### config.mk
export PLATFORM = sky130hd
export DESIGN_NAME = dec_lut_encoder8bits_clk
export DESIGN_NICKNAME = d
export VERILOG_FILES = /design/src/rtl/dec_lut_encoder8bits_clk.sv
export SDC_FILE = /design/constraint.sdc
export NUM_CORES = 1
export LEC_CHECK = 0
export CAP_MARGIN = 0
export CORE_UTILIZATION = 59
export CTS_BUF_LIST = sky130_fd_sc_hd__clkbuf_4 sky130_fd_sc_hd__clkbuf_8
export DETAILED_ROUTE_END_ITERATION = 8
export GPL_ROUTABILITY_DRIVEN = 1
export PLACE_DENSITY = 0.85
export SLEW_MARGIN = 5
export SYNTH_ARGS = -nofsm -noshare
export SYNTH_HDL_FRONTEND = slang
export SYNTH_SLANG_ARGS = --single-unit
export TNS_END_PERCENT = 1
### constraint.sdc
create_clock -name clk -period 2.5 [get_ports clk]
set_input_delay 0.25 -clock clk [delete_from_list [all_inputs] [get_ports clk]]
set_output_delay 0.25 -clock clk [all_outputs]
set_load 0.02 [all_outputs]
### src/rtl/dec_lut_encoder8bits_clk.sv
// Sequential triangular-number encoder: W = N*(N+1)/2, built with one add per cycle.
// Transmit-side partner of the clocked LUT decoder; result held with a level done flag.
module dec_lut_encoder8bits_clk #(
  parameter int W_BITS = 20,
  parameter int N_BITS = 9
) (
  input  logic              clk,
  input  logic              rst,
  input  logic              start,
  input  logic [N_BITS-1:0] N_in,
  output logic              ready,
  output logic              busy,
  output logic              done,
  output logic [W_BITS-1:0] W
);

  typedef enum logic [1:0] {
    S_IDLE,
    S_ACC,
    S_DONE
  } state_t;

  state_t              r_state;
  state_t              w_state_next;
  logic [N_BITS-1:0]   r_n;
  logic [N_BITS-1:0]   r_k;
  logic [W_BITS-1:0]   r_acc;
  logic [W_BITS-1:0]   r_w;
  logic                r_done;
  logic [W_BITS-1:0]   w_sum;
  logic                w_accept;
  logic                w_last;

  // k is zero-extended into the codeword width; the sum wraps modulo 2^W_BITS.
  assign w_sum  = r_acc + W_BITS'(r_k);
  // Comparing before the increment means k stops at n_reg and never wraps.
  assign w_last = (r_state == S_ACC) && (r_k == r_n);

  // NOTE: every output of this block gets a default first so no latch is inferred.
  always_comb begin
    w_state_next = r_state;
    ready        = 1'b0;
    busy         = 1'b0;
    w_accept     = 1'b0;
    case (r_state)
      S_IDLE, S_DONE: begin
        ready = 1'b1;
        if (start) begin
          w_accept     = 1'b1;
          w_state_next = S_ACC;
        end
      end
      S_ACC: begin
        busy = 1'b1;
        if (w_last) w_state_next = S_DONE;
      end
      default: w_state_next = S_IDLE;
    endcase
  end

  // NOTE: sequential state uses non-blocking assignments so all registers update together.
  always_ff @(posedge clk) begin
    if (rst) r_state <= S_IDLE;
    else     r_state <= w_state_next;
  end

  always_ff @(posedge clk) begin
    if (rst) begin
      r_n    <= '0;
      r_k    <= '0;
      r_acc  <= '0;
      r_w    <= '0;
      r_done <= 1'b0;
    end else if (w_accept) begin
      // W keeps the previous result until the new one is written.
      r_n    <= N_in;
      r_k    <= '0;
      r_acc  <= '0;
      r_done <= 1'b0;
    end else if (r_state == S_ACC) begin
      r_acc <= w_sum;
      if (w_last) begin
        r_w    <= w_sum;
        r_done <= 1'b1;
      end else begin
        r_k <= r_k + N_BITS'(1);
      end
    end
  end

  assign done = r_done;
  assign W    = r_w;

endmodule

==> out/qor.txt, run 1 <==
Status: completed
Pins over their slew limit: 0
Fin crit period: 2.34 ns
Worst setup SP type: flip-flop
Via density per instance: 6.09
Top FF cell, synth: dfxtp_1
Total Neg Setup Slack: 0 ns
Total number of vias: 3101
Maximum VDD drop: 0.000560 V
Syn Nets: 425
Final core occ: 74.4%
Clock Skew: 0.00959 ns
Max FO, Critical Path: 9
FF-to-FF setup slack: 0.16 ns
CP Class: flip-flop to flip-flop
Hold Crit Depth: 3
EDFF count, synth: 0
GP Congestion: 0.912
Yosys top cell area share: 36.7%
Nets: 457
First-pass GRT wire length: 13.4 mm
Worst r2r src: r_k[0]
WP buf/inv: 2
Boundary pin count: 35
Htree depth: 3
CTS root buf: clkbuf_8
Ranking of synthesized cells by area: dfxtp_1 37%, nand2_1 7.0%, a21oi_1 5.6%
Share of layout cells above drive strength 1: 9.79%
Sequential area share after synthesis: 36.7%
Detailed Route Iter0 Violations: 306
Area delta synth->final: 17.7%
Filler cells: 422
Final Cycle Share: 93.5%
# clock sinks: 61
Data required, critical path: 2.78 ns
Post-DRT Antenna Nets: 0
Hold Path Origin: N_in[7]
Antenna Cells: 0
PortBufs: 34
Crit path cell chain: ha_1 -> inv_1 -> fa_1 -> nand2b_1 -> a211oi_4 -> buf_4 -> o211ai_2 -> or3_1 -> a21oi_1
CTS max path bufs: 2
CTS clk-pin slew, worst paths: 0.07 ns
Cells after Synth: 402
Initial core utilization: 63.2%
Synth area leader: dfxtp_1
Largest net degree at the start of global routing: 30
Die width: 77.1 um
Syn_area_per_cell: 8.29 um^2
Core Rows: 26
Unique masters post-synth: 52
Final setup fails: 0
Power per standard cell area: 568 mW/mm^2
Hpwl dp: 5.58 mm
Slowest Stage Delay on Critical Path: 0.39 ns
CP top delay family: adder cells
Fmax: 428 MHz
Async S/R FF share, synth: 0%
Hold endpoint: r_n[7]
Final hold vios: 0
Worst r2r path cells: 9
HP Class: input port to flip-flop
Pre-antenna DRT Iters: 5
Initial antenna violation count: 0
Synthesized area: 0.00333 mm^2
Worst Tran Pin Value: 1.16 ns
GR Util All Layers: 28.7%
DRC viols: 0
Die height: 77.1 um
Overflow after GRT: 0
Critical Path End Type: flip-flop
Total CTS buffers: 9
Worst-Skew Late Latency: 0.35 ns
Warnings from Yosys: 0
Routed wire length per instance: 15.6 um
Die footprint: 0.00595 mm^2
R2r endpoint: r_acc[18]
Relative slew slack: 22.3%
CTS tree: yes
Arr. time, crit path: 2.62 ns
Seq cells post-synth: 61
Pleak: 1.42 nW
Dpl cell area: 0.00370 mm^2
Hold slack: 0.444 ns
DRT Wirelength: 7.96 mm
Core Area: 0.00527 mm^2
MaxCap Viol Count: 0
Design area: 0.00392 mm^2
Critical-path top delay cell: fa_1
RSZ-0062 raised after global routing: false
Vias in the first global route: 2897
-- cell families after synthesis --
family,count (synthesis),share of synthesized area [%]
AOI/OAI and AO/OA,110,22.9
xor gates and xnor gates,22,5.79
adders and majority gates,11,4.36
buffers and inverters,31,4.55
DFF,61,36.7
muxes,6,1.80
and+or+nand+nor,161,24.0
-- metrics by stage --
step	power (mW)	std cells	setup slack [ns]
2_1_floorplan	1.24	402	0.339
3_3_place_gp	1.33	492	0.181
3_5_place_dp	1.34	492	0.0848
4_1_cts	2.24	508	0.0660
5_1_grt	2.31	509	0.0329
6_report	2.23	509	0.163
-- flip-flops by register name, indices dropped and copies added (netlist names) --
name and flops:
done 1, r_acc 20, r_n 9, r_state 2, W 20, r_k 9
-- cell usage after synthesis, types with 4 or more instances --
cell,n
or4_1,5
o21ai_0,15
inv_1,7
a21oi_1,37
o31ai_1,4
o21bai_1,4
nand3_1,17
buf_2,7
nand2_1,62
ha_1,10
nor2_1,31
xor2_1,19
clkbuf_1,11
mux2i_1,6
a211oi_2,6
nand4_1,8
and3_1,5
a211oi_1,5
a31oi_1,4
or3_1,10
o211ai_1,11
a21o_1,4
dfxtp_1,61
a211o_1,6
-- worst max-delay path by stage --
stage	end	cells after the start	slack, ns	from
2_1_floorplan	r_acc[18]	8	0.34	r_k[0]
3_3_place_gp	r_acc[18]	8	0.18	r_k[0]
3_5_place_dp	r_acc[18]	8	0.08	r_k[0]
4_1_cts	r_acc[18]	8	0.07	r_k[0]
5_1_grt	r_acc[18]	9	0.03	r_k[0]
6_report	r_acc[18]	9	0.16	r_k[0]
-- worst register-to-register path, delay by kind of cell (launching register included) --
family | cells | cell delay [ns]
AND/OR/NAND/NOR | 2 | 0.56
adder cells (fa/ha/maj) | 2 | 0.57
buffers and inverters | 2 | 0.25
AO/OA/AOI/OAI | 3 | 0.52
flip-flops | 1 | 0.38
-- placed cells by master, fill, tap and decap left out, types with 7 or more instances in the layout --
master / count
nand2_1: 62
xor2_1: 19
or3_1: 10
clkbuf_8: 10
buf_4: 10
ha_1: 10
clkdlybuf4s50_1: 34
nand3_1: 17
a21oi_1: 37
o21ai_0: 15
dfxtp_1: 60
inv_1: 7
o211ai_1: 11
nor2_1: 31
nand4_1: 8
-- area by class of cell --
type                            instances  area [um^2]  share of cell area (%)
Tap cell                               70         87.6                    2.23
Clock buffer                           15          175                    4.47
Clock inverter                          1         30.0                   0.766
Inverter                                8         30.0                   0.766
Sequential cell                        61         1220                    31.2
Timing Repair Buffer                   44          415                    10.6
Multi-Input combinational cell        310         1960                    50.0
-- metal layers --
metal	global-route usage (%)	wire length (um)
met5	0	0
met4	16.8	295
met3	5.83	553
met2	45.0	3550
met1	36.4	3560
-- power by group --
part | internal (mW) | switching, mW
Clock | 0.544 | 0.364
Sequential | 1.00 | 0.0209
Combinational | 0.116 | 0.177
-- what timing repair did --
action,in CTS,in global routing
resized for setup,0,1
endpoints found under the setup margin,0,6
hold buffers,0,0
setup buffers,0,1
Power figures use the tool's default switching activity.
==> run 2, diff against run 1 <==
- GPL_ROUTABILITY_DRIVEN: 1 -> 0
==> run 2 against run 1 <==
Flip-flop and latch count did not move; critical endpoint unchanged; die area unchanged; largest cell class unchanged; sequential power about the same; hold slack worse by 0.0018 ns; final cell count unchanged; design area about the same; combinational power hardly changed.
==> out/qor.txt, run 2 (synthesis gave the netlist of run 1 again) <==
Relative slew slack: 25.9%
Overflow after GRT: 0
Antenna Cells: 0
Pleak: 1.42 nW
Detailed Route Iter0 Violations: 294
CP Class: flip-flop to flip-flop
Vias in the first global route: 2785
PortBufs: 34
Worst-Skew Late Latency: 0.35 ns
Die width: 77.1 um
Boundary pin count: 35
Critical Path End Type: flip-flop
Final hold vios: 0
Fin worst setup slack: 0.144 ns
Most frequent cells in the layout: 62 x nand2_1, 61 x dfxtp_1, 37 x a21oi_1
DRT Wirelength: 7.87 mm
GR Util All Layers: 28.4%
Htree depth: 3
Most common cell after layout, fill and taps aside: nand2_1
Post-CTS Resized: 0
CTS clk-pin slew, worst paths: 0.07 ns
First-pass GRT wire length: 13.1 mm
Core Area: 0.00527 mm^2
Fin crit period: 2.36 ns
Data required, critical path: 2.78 ns
CTS max path bufs: 2
Post-Place Worst Slack: 0.158 ns
Filler cells: 409
Worst setup SP type: flip-flop
Area delta synth->final: 17.6%
Total number of vias: 3045
DRC viols: 0
Fmax: 424 MHz
CTS root buf: clkbuf_8
Core Rows: 26
Pre-antenna DRT Iters: 7
Pins over their slew limit: 0
Maximum VDD drop: 0.000432 V
Worst Tran Pin Value: 1.11 ns
CTS tree: yes
Arr. time, crit path: 2.64 ns
MaxCap Viol Count: 0
Die height: 77.1 um
Total CTS buffers: 9
Share of layout cells above drive strength 1: 9.57%
Largest net degree at the start of global routing: 30
Via density per instance: 5.98
Post-DRT Antenna Nets: 0
# clock sinks: 61
Final Cycle Share: 94.2%
Nets: 458
Hold Buf Count CTS: 0
Initial core utilization: 63.2%
Register area: 0.00122 mm^2
Max FO, Critical Path: 9
Die footprint: 0.00595 mm^2
Final setup fails: 0
Hpwl dp: 5.43 mm
Clock Skew: 0.00719 ns
Initial antenna violation count: 0
Power per standard cell area: 549 mW/mm^2
HP Class: input port to flip-flop
Routed wire length per instance: 15.5 um
RSZ-0062 raised after global routing: false
Multi-input logic area: 0.00196 mm^2
Total Neg Setup Slack: 0 ns
Status: completed
-- run 2: cell count changes in the layout (fill, tap and decap cells not counted) --
| cell | before | now |
|---|---|---|
| buf_12 | 0 | 1 |
| bufinv_16 | 1 | 0 |
| clkbuf_4 | 5 | 2 |
| clkbuf_8 | 10 | 12 |
| clkinv_2 | 0 | 1 |
| dfxtp_1 | 60 | 61 |
| dfxtp_2 | 1 | 0 |
-- run 2: critical path, cell delays in order, from the launching register on --
cell and delay (ns):
dfxtp_1 0.36, ha_1 0.19, inv_1 0.06, fa_1 0.41, nand2b_1 0.23, a211oi_4 0.30
buf_12 0.16, o211ai_2 0.10, or3_1 0.33, a21oi_1 0.16
-- run 2: worst paths after layout --
kind / to / slack, ns / startpoint / depth (start not counted)
hold reg to reg: W[3] / 0.45 / W[3] / 2
setup reg to reg: r_acc[18] / 0.14 / r_k[0] / 9
setup / recovery: r_acc[18] / 0.14 / r_k[0] / 9
hold / removal: r_n[4] / 0.44 / N_in[4] / 3
-- run 2: final cells by class --
cell class / count / area share, %
clock buffers: 14 / 4.60
clock inverters: 1 / 0.128
inverters: 8 / 0.767
multi-input cells: 310 / 50.0
flip-flops and latches: 61 / 31.2
well taps: 70 / 2.24
repair buffers: 45 / 11.1
-- run 2: through the flow --
step           cell area, um^2  hold WS [ns]  utilization [%]  power (mW)  std cells
6_report                  3920         0.442             74.3        2.15        509
5_1_grt                   3920         0.464             74.3        2.22        509
4_1_cts                   3900         0.441             74.0        2.15        508
3_5_place_dp              3710         0.444             70.4        1.33        493
3_3_place_gp              3710         0.438             70.4        1.33        493
2_1_floorplan             3330         0.386                -        1.24        402
-- run 2: per-layer routing --
layer  wire length (um)  GRT usage (%)  vias to the layer above
met2               3470           44.2                      152
met3                599           6.67                       35
li1                   -              -                     1517
met4                340           17.5                        0
met1               3460           35.2                     1341
met5                  0              0                        -
-- run 2: power by group --
group | internal [mW] | switching, mW
clock | 0.456 | 0.376
combinational | 0.118 | 0.177
sequential | 1.00 | 0.0191
total | 1.58 | 0.572
-- run 2: what timing repair did --
action / 4_1_cts / 5_1_grt
setup buffers: 0 / 1
endpoints found under the hold margin: 0 / 0
endpoints found under the setup margin: 0 / 1
